==> config.mk <==
export PLATFORM = sky130hd
export DESIGN_NAME = load_unit
export DESIGN_NICKNAME = d
export VERILOG_FILES = /design/src/rtl/load_pkg.sv /design/src/rtl/load_extend.sv /design/src/rtl/load_unit.sv
export SDC_FILE = /design/constraint.sdc
export NUM_CORES = 1
export LEC_CHECK = 0
export ABC_AREA = 1
export BUFFER_PORTS_ARGS = -buffer_cell sky130_fd_sc_hd__buf_2
export CORE_UTILIZATION = 52
export DETAILED_ROUTE_END_ITERATION = 8
export GPL_ROUTABILITY_DRIVEN = 0
export PLACE_DENSITY = 0.78
export SYNTH_ARGS = -nofsm -noshare
export SYNTH_HDL_FRONTEND = slang
export SYNTH_HIERARCHICAL = 1
export SYNTH_SLANG_ARGS = --single-unit
==> constraint.sdc <==
create_clock -name clk -period 4.4 [get_ports clk]
set_input_delay 0.44 -clock clk [delete_from_list [all_inputs] [get_ports clk]]
set_output_delay 0.44 -clock clk [all_outputs]
set_load 0.01 [all_outputs]
==> src/rtl/load_pkg.sv <==
// Shared load-op encodings, FSM state codes and alignment helpers for the load unit.
package load_pkg;

  typedef logic [2:0] load_op_t;

  localparam load_op_t OpLw  = 3'b000;
  localparam load_op_t OpLh  = 3'b001;
  localparam load_op_t OpLb  = 3'b010;
  localparam load_op_t OpLhu = 3'b011;
  localparam load_op_t OpLbu = 3'b100;
  localparam load_op_t OpLwu = 3'b101;
  localparam load_op_t OpLd  = 3'b110;

  typedef logic [1:0] load_state_t;

  localparam load_state_t StIdle  = 2'd0;
  localparam load_state_t StWait  = 2'd1;
  localparam load_state_t StDone  = 2'd2;
  localparam load_state_t StDrain = 2'd3;

  // LD/LWU only exist on a 64-bit datapath; 3'b111 is never defined.
  function automatic logic load_reserved(input load_op_t op, input int unsigned data_w);
    case (op)
      OpLd, OpLwu: return data_w != 64;
      3'b111:      return 1'b1;
      default:     return 1'b0;
    endcase
  endfunction

  // Reserved ops are treated as aligned so they complete with zero data.
  function automatic logic load_misaligned(input load_op_t op, input logic [2:0] off,
                                           input int unsigned data_w);
    if (load_reserved(op, data_w)) return 1'b0;
    case (op)
      OpLw, OpLwu: return off[1:0] != 2'b00;
      OpLh, OpLhu: return off[0];
      OpLd:        return off != 3'b000;
      default:     return 1'b0;
    endcase
  endfunction

endpackage

==> src/rtl/load_extend.sv <==
// Lane select and sign/zero extension of bus read data for one load op.
module load_extend
  import load_pkg::*;
#(
  parameter  int unsigned DATA_W = 32,
  localparam int unsigned OFF_W  = $clog2(DATA_W / 8)
) (
  input  logic [DATA_W-1:0] rdata,
  input  load_op_t          op,
  input  logic [OFF_W-1:0]  off,
  output logic [DATA_W-1:0] data
);

  logic [63:0] wide;
  logic [31:0] lane;

  // Work on a 64-bit copy so one body serves both widths; truncation drops the excess.
  always_comb begin
    wide               = '0;
    wide[DATA_W-1:0]   = rdata;
    lane               = 32'(wide >> {off, 3'b000});
    data               = '0;
    if (!load_reserved(op, DATA_W)) begin
      case (op)
        OpLb:    data = DATA_W'({{56{lane[7]}}, lane[7:0]});
        OpLbu:   data = DATA_W'({56'd0, lane[7:0]});
        OpLh:    data = DATA_W'({{48{lane[15]}}, lane[15:0]});
        OpLhu:   data = DATA_W'({48'd0, lane[15:0]});
        OpLw:    data = DATA_W'({{32{lane[31]}}, lane});
        OpLwu:   data = DATA_W'({32'd0, lane});
        OpLd:    data = DATA_W'(wide);
        default: data = '0;
      endcase
    end
  end

endmodule

==> src/rtl/load_unit.sv <==
// Handshaked load unit: alignment check, bus read, variable-latency wait, extension and hold.
module load_unit
  import load_pkg::*;
#(
  parameter  int unsigned DATA_W = 32,
  localparam int unsigned OFF_W  = $clog2(DATA_W / 8)
) (
  input  logic              clk,
  input  logic              reset,
  input  logic              req_valid,
  output logic              req_ready,
  input  logic [2:0]        req_op,
  input  logic [OFF_W-1:0]  req_off,
  input  logic              flush,
  output logic              mem_rd_en,
  input  logic              mem_rsp_valid,
  input  logic [DATA_W-1:0] mem_rdata,
  output logic              out_valid,
  input  logic              out_ready,
  output logic [DATA_W-1:0] out_data,
  output logic              out_exc_adel
);

  load_state_t       state_q, state_d;
  load_op_t          op_q, op_d;
  logic [OFF_W-1:0]  off_q, off_d;
  logic [DATA_W-1:0] data_q, data_d;
  logic              exc_q, exc_d;
  logic [DATA_W-1:0] ext_data;
  logic              accept;
  logic              misaligned;

  load_extend #(
    .DATA_W (DATA_W)
  ) u_extend (
    .rdata (mem_rdata),
    .op    (op_q),
    .off   (off_q),
    .data  (ext_data)
  );

  // Gating with reset keeps the bus strobe quiet while reset is held.
  assign req_ready  = reset && !flush &&
                      ((state_q == StIdle) || ((state_q == StDone) && out_ready));
  assign accept     = req_valid && req_ready;
  assign misaligned = load_misaligned(req_op, 3'(req_off), DATA_W);
  assign mem_rd_en  = accept && !misaligned;

  assign out_valid    = (state_q == StDone);
  assign out_data     = data_q;
  assign out_exc_adel = exc_q;

  always_comb begin
    state_d = state_q;
    op_d    = op_q;
    off_d   = off_q;
    data_d  = data_q;
    exc_d   = exc_q;

    case (state_q)
      StIdle: ;
      StWait: begin
        if (flush) begin
          state_d = mem_rsp_valid ? StIdle : StDrain;
        end else if (mem_rsp_valid) begin
          data_d  = ext_data;
          exc_d   = 1'b0;
          state_d = StDone;
        end
      end
      StDone: begin
        if (flush || out_ready) state_d = StIdle;
      end
      StDrain: begin
        if (mem_rsp_valid) state_d = StIdle;
      end
      default: state_d = StIdle;
    endcase

    // Accepts only happen in IDLE or in DONE while the result is consumed.
    if (accept) begin
      op_d  = req_op;
      off_d = req_off;
      if (misaligned) begin
        data_d  = '0;
        exc_d   = 1'b1;
        state_d = StDone;
      end else begin
        state_d = StWait;
      end
    end
  end

  always_ff @(posedge clk) begin
    if (!reset) begin
      state_q <= StIdle;
      op_q    <= '0;
      off_q   <= '0;
      data_q  <= '0;
      exc_q   <= 1'b0;
    end else begin
      state_q <= state_d;
      op_q    <= op_d;
      off_q   <= off_d;
      data_q  <= data_d;
      exc_q   <= exc_d;
    end
  end

endmodule

---- After elaboration in Yosys (flattened, before gate mapping) ----
Cells that the tools add are included.
word-level totals
  output and inout port bits .............. 36
  bits in registers ....................... 40
  logic and storage cells ................. 70
cells by class
  reduce and logical (&&, ||, !) cells .... 20
  shifts and indexed selects .............. 1
  equality and inequality tests ........... 18
  multiplexer cells ....................... 26
operators with widths
  operator                                        number
  two-way mux 32 bit                              6
  case mux 32 bit (6 select lines)                1
  right shift 32 x 5 -> 32 bit                    1
  == test 3 bit (second input constant)           7
  two-way mux 2 bit                               7
  two-way mux 1 bit                               10
  == test 3 x 2 -> 1 bit (second input constant)  3
  OR reduction 3 bit                              3
  == test 3 x 1 -> 1 bit (second input constant)  2
  zero test 3 bit                                 2
  case mux 2 bit (3 select lines)                 1
  logical AND 1 bit                               5
  == test 2 bit (second input constant)           2
  != test 4 bit (second input constant)           1
  AND reduction 4 bit                             1
  nonzero test 4 bit                              1
  OR reduction 2 bit                              2
  != test 3 x 1 -> 1 bit (second input constant)  1
  != test 3 bit (second input constant)           1
  == test 2 x 1 -> 1 bit (second input constant)  1
  zero test 1 bit                                 2
  zero test 2 bit                                 1
  logical OR 1 bit                                2
  case mux 1 bit (2 select lines)                 1
  nonzero test 2 bit                              1

---- Longest topological paths before layout ----
  depth in word-level cells ............... 9
  mapped depth ............................ 11

---- By module ----
The synthesis kept the hierarchy.
modules (own cells, without submodules)
  module       seq. area each (µm²)  cells an instance  times used  area each (µm²)
  load_unit    800.8                 170                1           1580.3
  load_extend  0.0                   290                1           1283.7

---- Least setup slack after synthesis ----
No wires, ideal clock.
  path type ............................... input-to-output
  start point ............................. input reset
  end point ............................... output mem_rd_en
  stages .................................. 3
  setup slack ............................. 2.961 ns
  arrival time ............................ 0.999 ns
  cells stage by stage .................... buf_2 nand4_1 nor2_1
between the ends
  longest elaborated chain between the ends .. 4
ends and longest elaborated chain
  what                             line             RTL
  start, declared                  load_unit.sv:9   input logic reset,
  logical AND 1 bit (2 in series)  load_unit.sv:43  assign req_ready = reset && !flush &&
  logical AND 1 bit                load_unit.sv:45  assign accept = req_valid && req_ready;
  logical AND 1 bit                load_unit.sv:47  assign mem_rd_en = accept && !misaligned;
  end, declared                    load_unit.sv:15  output logic mem_rd_en,
No other way between the ends.

---- Final worst setup path ----
  start point ............................. register off_q[1]
  end point ............................... register data_q[18] (netlist: out_data[18])
between the ends
  longest elaborated chain between the ends .. 8
ends and longest elaborated chain
  what                                line               RTL
  start, declared                     load_unit.sv:26    logic [OFF_W-1:0] off_q, off_d;
  start signal, assigned              load_unit.sv:98    off_q <= '0;
  start signal, assigned              load_unit.sv:104   off_q <= off_d;
  right shift 32 x 5 -> 32 bit *      load_extend.sv:21  lane = 32'(wide >> {off, 3'b000});
  case mux 32 bit (6 select lines) *  load_extend.sv:24  case (op)
  two-way mux 32 bit *                load_extend.sv:23  if (!load_reserved(op, DATA_W)) begin
  net ext_data[18]                    load_unit.sv:29    logic [DATA_W-1:0] ext_data;
  two-way mux 32 bit *                load_unit.sv:65    end else if (mem_rsp_valid) begin
  two-way mux 32 bit *                load_unit.sv:63    if (flush) begin
  two-way mux 32 bit *                load_unit.sv:60    case (state_q)
  two-way mux 32 bit                  load_unit.sv:84    if (misaligned) begin
  two-way mux 32 bit *                load_unit.sv:81    if (accept) begin
  end signal, assigned                load_unit.sv:105   data_q <= data_d;
  end, declared                       load_unit.sv:27    logic [DATA_W-1:0] data_q, data_d;
Mark *: on every way through the listed nets, which the timed path passes. The rest lies on a longest branch.
A chain may end at the register's enable or synchronous reset.

==> flow_metrics.py <==
metrics = {
    "timing": {
        "max_freq_ghz": 0.436,
        "rsz_0062_raised_after_global_routing": "false",
        "timing.slew.headroom_pct": 17.0,
        "slew_violations": 0,
        "finalSetupViolations": 0,
        "fin_setup_tns_ps": 0,
        "final_hold_viol_count": 0,
        "period_share_pct": 52.1,
        "largest_clock_skew_in_the_final_design_ps": 3.00,
        "tightest_slew_ps": 1240,
        "finalCriticalPeriod_ps": 2290,
    },
    "route": {
        "post-route-drc-count": 0,
        "firstDrtPassIters": 5,
        "drt_iter0_markers": 394,
        "antenna_left": 0,
        "vias_per_cell": 5.29,
        "wl_mm": 7.57,
        "route.detailed.wl_per_inst_um": 12.8,
        "number_of_vias_after_detailed_routing": 3129,
    },
    "worst_setup_path": {
        "critPathKind": "reg -> reg",
        "critical_path.startpoint_type": "flip-flop",
        "required_time_of_the_worst_setup_path_ps": 4620,
        "timing.reg2reg.worst_path_depth": 8,
        "critPathArrivalTime_ps": 2510,
        "critical_path.endpoint_type": "flip-flop",
        "worst-path-max-fanout": 32,
    },
    "placed_design": {
        "portBuffers": 78,
        "place_area_um2": 3190,
        "detailed_place_hpwl_mm": 5.39,
        "numPlacedInstances": 584,
    },
    "floorplanning": {
        "die_area_um2": 5810,
        "vertical_die_dimension_um": 76.2,
        "count_of_standard_cell_rows": 26,
        "design.core.area_um2": 5200,
        "initial_utilization_pct": 55.0,
        "ioPinCount": 79,
        "floorplan.die.width_um": 76.2,
    },
    "clocking": {
        "tritoncts.num_buffers": 5,
        "cts_tree": "built",
        "post_cts_hold_buffer_count": 0,
        "post_cts_buffers": 0,
        "clockRootBuffer": "sky130_fd_sc_hd__clkbuf_8",
        "cts-htree-levels": 2,
        "clkSlewWorstSetupHoldPaths_ps": 70,
        "worstSkewPairLatency_ps": 290,
        "tritoncts_num_sinks": 40,
        "cts.path.max_buffers": 2,
        "cts_resized": 0,
    },
    "cells_and_area": {
        "fraction_of_layout_instances_using_a_drive_strength_above_1_pct": 21.5,
        "finalNonFillerCells": 592,
        "layout.cell_area.non_filler_um2": 3280,
        "antenna_cells_inserted": 0,
        "area_growth_syn_to_layout_pct": 14.5,
        "nNetsFinal": 564,
    },
    "power": {
        "power_leakage_nw": 1.91,
        "power.density_cell_area_nw_per_um2": 318,
        "share_clk_of_total_power_pct": 24.4,
        "pwr-share-seq_pct": 39.3,
        "net-switching-power_mw": 0.383,
        "pwr-share-comb_pct": 36.4,
        "switching_power_as_a_share_of_total_power_pct": 36.8,
        "peakVddDrop_mv": 0.195,
        "power_report.internal_total_mw": 0.659,
    },
    "job": {
        "max_cap_viol_count": 0,
    },
    "grt": {
        "gr-usage-all-layers_pct": 26.9,
        "grt_antenna_before_repair": 0,
        "first_global_vias": 2734,
        "global_route.overflow_total": 0,
        "grt_start_max_net_pins": 42,
        "grt_first_pass_wirelength_mm": 12.8,
    },
    "synthesis": {
        "ys_seq_elements": 40,
        "synthDominantCellAreaShare_pct": 28.0,
        "synthDistinctLibCells": 23,
        "yosysWarningCount": 6,
        "syn-num-nets": 503,
        "syn_avg_cell_area_um2": 6.23,
        "synth_sequential_area_ratio_pct": 28.0,
        "yosys-top-cells-area": "sky130_fd_sc_hd__dfxtp_1 28%, sky130_fd_sc_hd__nand2_1 16%, sky130_fd_sc_hd__mux2i_1 11%",
        "syn_inst": 460,
        "syn_area_um2": 2860,
        "synth_top_cell_by_area": "sky130_fd_sc_hd__dfxtp_1",
    },
    "worst_hold_path": {
        "min_path_type": "in -> reg",
        "hold_path_depth": 3,
    },
    "status": {
        "run_status": "complete, no violations",
    },
}
-- cells by family after synthesis --
| family | count (synthesis) | share of synthesized area, % |
|---|---|---|
| AOI/OAI and AO/OA | 44 | 7.78 |
| buffers and inverters | 58 | 9.87 |
| DFF | 40 | 28.0 |
| muxes | 32 | 11.2 |
| and+or+nand+nor | 286 | 43.2 |
-- sequential cells by signal (all words and copies together) (netlist names) --
name / cells
state_q: 2
out_data: 32
out_exc_adel: 1
op_q: 3
off_q: 2
-- metal layers --
metal / GRT usage [%] / wire length [um] / share of wire, %
met1: 36.1 / 3450 / 46
met3: 4.79 / 420 / 5.5
met4: 6.73 / 70 / 0.92
met5: 0 / 0 / 0
met2: 44.3 / 3630 / 48
-- power by group through the flow --
stage	registers, mW	logic [mW]	clock network [mW]
5_1_grt	0.413	0.432	0.278
6_report	0.409	0.379	0.254
2_1_floorplan	0.417	0.285	0
3_3_place_gp	0.416	0.366	0
4_1_cts	0.409	0.376	0.257
3_5_place_dp	0.418	0.374	0
-- worst max-delay path: stages, from the launching register on --
cell and delay, ps:
sky130_fd_sc_hd__dfxtp_1 690, sky130_fd_sc_hd__inv_2 390, sky130_fd_sc_hd__nand3_1 250, sky130_fd_sc_hd__nand3_2 230, sky130_fd_sc_hd__nand2_4 240, sky130_fd_sc_hd__nor2_1 70
sky130_fd_sc_hd__nor2_1 110, sky130_fd_sc_hd__mux2i_1 90, sky130_fd_sc_hd__nor2_1 130
-- cell usage in the layout, fill, tap and decap left out, drive strengths merged, types with 7 or more instances in the layout --
master,netlist,layout
buf,19,79
a21oi,13,13
inv,33,33
or2,7,7
nor2,86,86
dfxtp,40,40
mux2i,32,32
clkbuf,6,8
o21ai,30,30
nand3,68,68
nand2,123,123
-- layout make-up --
cell class,instances,area [um2]
fillers,526,1920
multi-input cells,362,1780
flip-flops and latches,40,801
repair buffers,79,398
inverters,33,124
clock buffers,8,90.1
well taps,70,87.6
-- metrics by stage --
stage	worst slack (ps)	util, %	hold slack [ps]	power, mW
CTS	2170	63.0	400	1.04
global route	1860	63.0	432	1.12
floorplan	2960	-	449	0.703
finish	2110	63.0	406	1.04
global placement	2280	61.3	463	0.782
detailed placement	2200	61.3	469	0.792
-- cell usage after synthesis, drive strengths merged --
cell type,count
a21boi,1
a21oi,13
buf,19
clkbuf,6
dfxtp,40
inv,33
mux2i,32
nand2,123
nand3,68
nand4,1
nor2,86
nor3,1
o21ai,30
or2,7
-- path summary, 6_finish.rpt --
check	startpoint	endpoint	slack (ps)
max	off_q[1]$_SDFFE_PN0N_	out_data[18]$_SDFF_PN0_	2110
min	req_op[2]	op_q[2]$_SDFFE_PN0N_	410
max reg2reg	off_q[1]$_SDFFE_PN0N_	out_data[18]$_SDFF_PN0_	2110
min reg2reg	out_exc_adel$_SDFF_PN0_	out_exc_adel$_SDFF_PN0_	480
(Power assumes the default switching activity.)
